[src/rtl/ne_wr_addr_gen.sv]
`default_nettype none
// ============================================================================
// Module   : ne_wr_addr_gen
// Purpose  : Write-side address generator for the layered SISO decoder.
//            Delays the read stream (rd_L, row, layer) by PIPESTAGES cycles
//            through a flushable delay line. The delayed stream drives the
//            L/E write strobes, write address and per-lane E write mask.
//            The module also checks the written row/layer order and reports
//            layer and codeword completion.
// Ports    : clk, rst          - clock, synchronous active-high reset
//            loaden            - new codeword load, acts as reset while high
//            rd_L/rowaddress/LYRindex - read stream from the read FSM
//            wr_L, wr_E, wraddress, wr_lyr, wr_itr - write-side outputs
//            layer_done        - 1-cycle pulse after a layer's last row write
//            decode_done       - level, all 2*MAXITRS layers written
//            seq_err           - sticky sequence-violation flag
// Revision : 1.0 - initial release
// ============================================================================
module ne_wr_addr_gen #(
  parameter int Z           = 511,
  parameter int P           = 26,
  parameter int PIPESTAGES  = 9,
  parameter int MAXITRS     = 10,
  parameter int ROWDEPTH    = 20,
  parameter int P_LAST      = Z - (P * (ROWDEPTH - 1)),
  parameter int ROWWIDTH    = 5,
  parameter int LYRCNTWIDTH = 5,
  parameter int ITRWIDTH    = 4
) (
  input  logic                clk,
  input  logic                rst,
  input  logic                loaden,
  input  logic                rd_L,
  input  logic [ROWWIDTH-1:0] rowaddress,
  input  logic                LYRindex,
  output logic                wr_L,
  output logic [P-1:0]        wr_E,
  output logic [ROWWIDTH-1:0] wraddress,
  output logic                wr_lyr,
  output logic [ITRWIDTH-1:0] wr_itr,
  output logic                layer_done,
  output logic                decode_done,
  output logic                seq_err
);

  localparam logic [ROWWIDTH-1:0]    c_LAST_ROW = ROWWIDTH'(ROWDEPTH - 1);
  localparam logic [LYRCNTWIDTH-1:0] c_LAYERS   = LYRCNTWIDTH'(2 * MAXITRS);
  localparam logic [P-1:0]           c_E_ALL    = {P{1'b1}};
  // The last row of a circulant only carries P_LAST valid lanes.
  localparam logic [P-1:0]           c_E_LAST   = c_E_ALL >> (P - P_LAST);

  typedef enum logic [1:0] {
    S_IDLE = 2'd0,
    S_RUN  = 2'd1,
    S_DONE = 2'd2
  } state_t;

  // --------------------------------------------------------------------------
  // Delay line
  // --------------------------------------------------------------------------
  logic                v_q   [PIPESTAGES];
  logic [ROWWIDTH-1:0] row_q [PIPESTAGES];
  logic                lyr_q [PIPESTAGES];

  logic w_flush;
  assign w_flush = rst | loaden;

  always_ff @(posedge clk) begin
    if (w_flush) begin
      v_q[0]   <= 1'b0;
      row_q[0] <= '0;
      lyr_q[0] <= 1'b0;
    end else begin
      v_q[0]   <= rd_L;
      row_q[0] <= rowaddress;
      lyr_q[0] <= LYRindex;
    end
  end

  generate
    for (genvar s = 1; s < PIPESTAGES; s++) begin : g_stage
      always_ff @(posedge clk) begin
        if (w_flush) begin
          v_q[s]   <= 1'b0;
          row_q[s] <= '0;
          lyr_q[s] <= 1'b0;
        end else begin
          v_q[s]   <= v_q[s-1];
          row_q[s] <= row_q[s-1];
          lyr_q[s] <= lyr_q[s-1];
        end
      end
    end
  endgenerate

  logic                dv;
  logic [ROWWIDTH-1:0] drow;
  logic                dlyr;
  assign dv   = v_q[PIPESTAGES-1];
  assign drow = row_q[PIPESTAGES-1];
  assign dlyr = lyr_q[PIPESTAGES-1];

  // --------------------------------------------------------------------------
  // Sequence FSM and counters
  // --------------------------------------------------------------------------
  state_t                 state_q, state_d;
  logic [ROWWIDTH-1:0]    exp_row_q, exp_row_d;
  logic [LYRCNTWIDTH-1:0] layer_cnt_q, layer_cnt_d;
  logic                   seq_err_q, seq_err_d;
  logic                   layer_done_q, layer_done_d;

  always_ff @(posedge clk) begin
    if (w_flush) begin
      state_q      <= S_IDLE;
      exp_row_q    <= '0;
      layer_cnt_q  <= '0;
      seq_err_q    <= 1'b0;
      layer_done_q <= 1'b0;
    end else begin
      state_q      <= state_d;
      exp_row_q    <= exp_row_d;
      layer_cnt_q  <= layer_cnt_d;
      seq_err_q    <= seq_err_d;
      layer_done_q <= layer_done_d;
    end
  end

  always_comb begin
    state_d      = state_q;
    exp_row_d    = exp_row_q;
    layer_cnt_d  = layer_cnt_q;
    seq_err_d    = seq_err_q;
    layer_done_d = 1'b0;
    case (state_q)
      S_IDLE, S_RUN: begin
        if (dv) begin
          state_d = S_RUN;
          // A mismatching write is still performed and still advances the
          // counters; only the sticky flag records the violation.
          if ((drow != exp_row_q) || (dlyr != layer_cnt_q[0])) begin
            seq_err_d = 1'b1;
          end
          if (exp_row_q == c_LAST_ROW) begin
            exp_row_d    = '0;
            layer_cnt_d  = layer_cnt_q + 1'b1;
            layer_done_d = 1'b1;
            if ((layer_cnt_q + 1'b1) == c_LAYERS) begin
              state_d = S_DONE;
            end
          end else begin
            exp_row_d = exp_row_q + 1'b1;
          end
        end
      end
      S_DONE: begin
        // Any write after completion is illegal and is suppressed.
        if (dv) begin
          seq_err_d = 1'b1;
        end
      end
      default: begin
        state_d = S_IDLE;
      end
    endcase
  end

  // --------------------------------------------------------------------------
  // Outputs
  // --------------------------------------------------------------------------
  assign wr_L        = dv && (state_q != S_DONE);
  assign wr_E        = wr_L ? ((drow == c_LAST_ROW) ? c_E_LAST : c_E_ALL) : '0;
  assign wraddress   = drow;
  assign wr_lyr      = dlyr;
  assign wr_itr      = ITRWIDTH'(layer_cnt_q >> 1);
  assign layer_done  = layer_done_q;
  assign decode_done = (state_q == S_DONE);
  assign seq_err     = seq_err_q;

endmodule
`default_nettype wire

[config.mk]
export PLATFORM = sky130hd
export DESIGN_NAME = ne_wr_addr_gen
export DESIGN_NICKNAME = d
export VERILOG_FILES = /design/src/rtl/ne_wr_addr_gen.sv
export SDC_FILE = /design/constraint.sdc
export NUM_CORES = 1
export LEC_CHECK = 0
export BUFFER_PORTS_ARGS = -buffer_cell sky130_fd_sc_hd__buf_4
export CAP_MARGIN = 20
export CORE_ASPECT_RATIO = 0.8
export CORE_UTILIZATION = 45
export DETAILED_ROUTE_END_ITERATION = 7
export PLACE_DENSITY_LB_ADDON = 0.08
export SLEW_MARGIN = 40
export SYNTH_ARGS = -nofsm -noshare
export SYNTH_HDL_FRONTEND = slang
export SYNTH_SLANG_ARGS = --single-unit
[constraint.sdc]
create_clock -name clk -period 5.1 [get_ports clk]
set_input_delay 0.765 -clock clk [delete_from_list [all_inputs] [get_ports clk]]
set_output_delay 0.765 -clock clk [all_outputs]
set_load 0.02 [all_outputs]
==> results.py <==
metrics = {
    "sta": {
        "max_slew_margin_pct": 58.0,
        "rsz0062_at_grt": "no",
        "finalHoldViolCount": 0,
        "fin_worst_skew_ns": 0.00792,
        "tns_ns": 0,
        "worst_pin_slew_ns": 0.628,
        "fin_crit_sh_pct": 54.4,
        "max_clock_freq_mhz": 361,
        "setup_viol": 0,
        "finalCriticalPeriod_ns": 2.77,
        "maxSlewViolCount": 0,
    },
    "run_status": {
        "status": "finished clean",
    },
    "power_and_ir_drop": {
        "power.leakage_nw": 1.38,
        "peakVddDrop_mv": 0.244,
        "power_density_mw_per_mm2": 334,
        "power_mw": 1.06,
    },
    "critical_path": {
        "cp_slowest_cell": "nor2b_2",
        "r2r_slack_ns": 3.26,
        "ff2ff_path_depth": 4,
        "r2r-start": "exp_row_q[0]",
        "start_kind": "flop",
        "crit_required_ns": 4.34,
        "crit_type": "reg2out",
        "arrival_ns": 2.01,
        "slowest_delay_ns": 0.52,
        "critPathTopFamily": "simple AND/OR/NAND/NOR gates",
        "cp_num_cells": 4,
        "crit_buf_inv": 1,
        "worstPathCellList": "nor2b_1 > nor2b_2 > and2_1 > buf_4",
        "critPathCaptureType": "output pin",
        "crit_fanout": 19,
        "r2r-end": "layer_cnt_q[3]",
    },
    "routing": {
        "ant_nets": 0,
        "firstDrtPassIters": 4,
        "drcViolationCount": 0,
        "viasPerCell": 4.53,
        "vias": 1644,
        "wire_per_inst_um": 10.3,
        "drt_iter0_markers": 33,
        "finalWirelength_mm": 3.73,
    },
    "clock_network": {
        "max-clock-path-buffers": 2,
        "clock_latency_ns": 0.34,
        "cts-resized-gates": 0,
        "htree_levels": 3,
        "clock-sinks": 77,
        "ctsHoldBuffers": 0,
        "postCtsSetupBuffers": 0,
        "cts_made_buffers": 9,
        "cts_tree": "yes",
        "clkSlewWorstSetupHoldPaths_ns": 0.07,
        "cts_root_buf": "clkbuf_8",
    },
    "synth": {
        "synth_area_leaders": "dfxtp_1 57%, and2_1 15%, buf_4 8.3%",
        "synth_area_mm2": 0.00272,
        "yosys.cell_count.top_type": "dfxtp_1",
        "synthArstFlopShare_pct": 0,
        "ys_seq_area_share_pct": 56.6,
        "ys_warn_count": 0,
        "ys_top_cells_by_count": "77 x dfxtp_1, 64 x and2_1, 30 x buf_4, 9 x a21oi_1, 7 x clkbuf_1",
        "avgSynthCellArea_um2": 10.6,
        "synth-edff-count": 0,
        "synth.largest_area_cell": "dfxtp_1",
        "synth_cells": 257,
        "ys.flop_type": "dfxtp_1",
        "ys_ff_latch": 77,
        "yosysTopAreaCellShare_pct": 56.6,
        "synth.distinct_cells": 40,
        "synth_nets": 270,
    },
    "finish": {
        "nets": 293,
        "antennaDiodeCount": 0,
        "area_delta_synth_final_pct": 16.9,
        "drive_above_1_share_pct": 24.2,
        "fin_cells": 363,
    },
    "place": {
        "globalplace.congestion": 0.728,
        "dp_cells": 347,
        "dp_hpwl_mm": 2.44,
        "io_buffer_count": 49,
    },
    "die": {
        "row_count": 24,
        "die_x_um": 88.9,
        "dieHeight_um": 71.6,
        "ios": 50,
        "die_area_mm2": 0.00636,
        "fp.coreArea_mm2": 0.00565,
        "start_util_pct": 48.2,
    },
    "worst_hold_path": {
        "holdPathStages": 1,
        "min_to": "lyr_q[8]",
        "min_from": "lyr_q[7]",
        "hold_class": "reg2reg",
    },
    "global_routing": {
        "grt_pass1_vias": 1392,
        "antenna_found_initial": 0,
        "track_usage_pct": 13.7,
        "grt_max_degree": 37,
        "gr-total-overflow": 0,
        "grt_pass1_wl_mm": 6.32,
    },
    "flow_run": {
        "drv_cap": 0,
    },
}
per-layer routing:
metal  routed length, um  share of wire [%]  GRT usage [%]
met4                  97                2.6           8.29
met3                 259                6.9           6.57
met1                1660                 45           15.4
met2                1710                 46           20.9
met5                   0                  0              0
through the flow:
| stage | util (%) | instance area [um2] | hold WS, ns | setup slack [ns] |
|---|---|---|---|---|
| 6_report | 56.4 | 3180 | 0.417 | 2.33 |
| 5_1_grt | 56.4 | 3180 | 0.426 | 2.08 |
| 4_1_cts | 56.4 | 3180 | 0.421 | 2.27 |
| 3_5_place_dp | 53.0 | 2990 | 0.410 | 2.65 |
| 3_3_place_gp | 52.0 | 2930 | 0.408 | 2.49 |
| 2_1_floorplan | - | 2720 | 0.406 | 2.16 |
logic make-up (layout without fill, tap and decap cells):
| family | Yosys count | count (layout) | synth area share [%] |
|---|---|---|---|
| buf+inv | 41 | 69 | 9.89 |
| flops | 77 | 77 | 56.6 |
| mux | 1 | 1 | 0.368 |
| simple gates | 103 | 103 | 23.5 |
| fa+ha+maj | 3 | 3 | 1.38 |
| compound gates | 25 | 25 | 5.98 |
| xor+xnor | 7 | 7 | 2.25 |
flip-flops by register name (all words and copies together) (netlist names):
name	flops
row_q	45
lyr_q	9
v_q	9
exp_row_q	5
layer_cnt_q	5
state_q	2
layer_done	1
seq_err	1
worst max path at each step:
stage                     to  slack, ns        from
floorplan           wr_E[18]       2.16  state_q[1]
global placement    wr_E[17]       2.49  state_q[1]
detailed placement  wr_E[17]       2.65  state_q[1]
CTS                 wr_E[17]       2.27  state_q[1]
global route        wr_E[25]       2.08  state_q[1]
finish              wr_E[17]       2.33  state_q[1]
report_power, final:
group | switching (mW) | internal (mW)
sequential | 0.000559 | 0.604
clock | 0.210 | 0.228
combinational | 0.00992 | 0.0113
total | 0.221 | 0.843
layout make-up:
class                           count  area, um2
Clock inverter                      5       60.1
Timing Repair Buffer               51        423
Tap cell                           78       97.6
Inverter                            2       7.51
Fill cell                         511       2460
Clock buffer                       11        131
Multi-Input combinational cell    139        921
Sequential cell                    77       1540
cells in the final DEF (no fill, tap or decap), types with 2 or more instances in the layout:
cell      count
and2_1       64
or4_1         2
buf_16        2
or3_1         3
buf_4        49
nor2_1        4
clkbuf_1      2
o31ai_1       3
nand2_1       6
nand3b_1      2
dfxtp_1      77
nand3_1       2
ha_1          3
o21a_1        2
nand4_1       2
nor4_1        2
a211oi_1      2
o21ai_1       3
xor2_1        6
nor3_1        2
nand2b_1      3
clkbuf_8      9
nor2b_1       2
a21oi_1       9
Note: power is estimated with default switching activity, not from simulation.
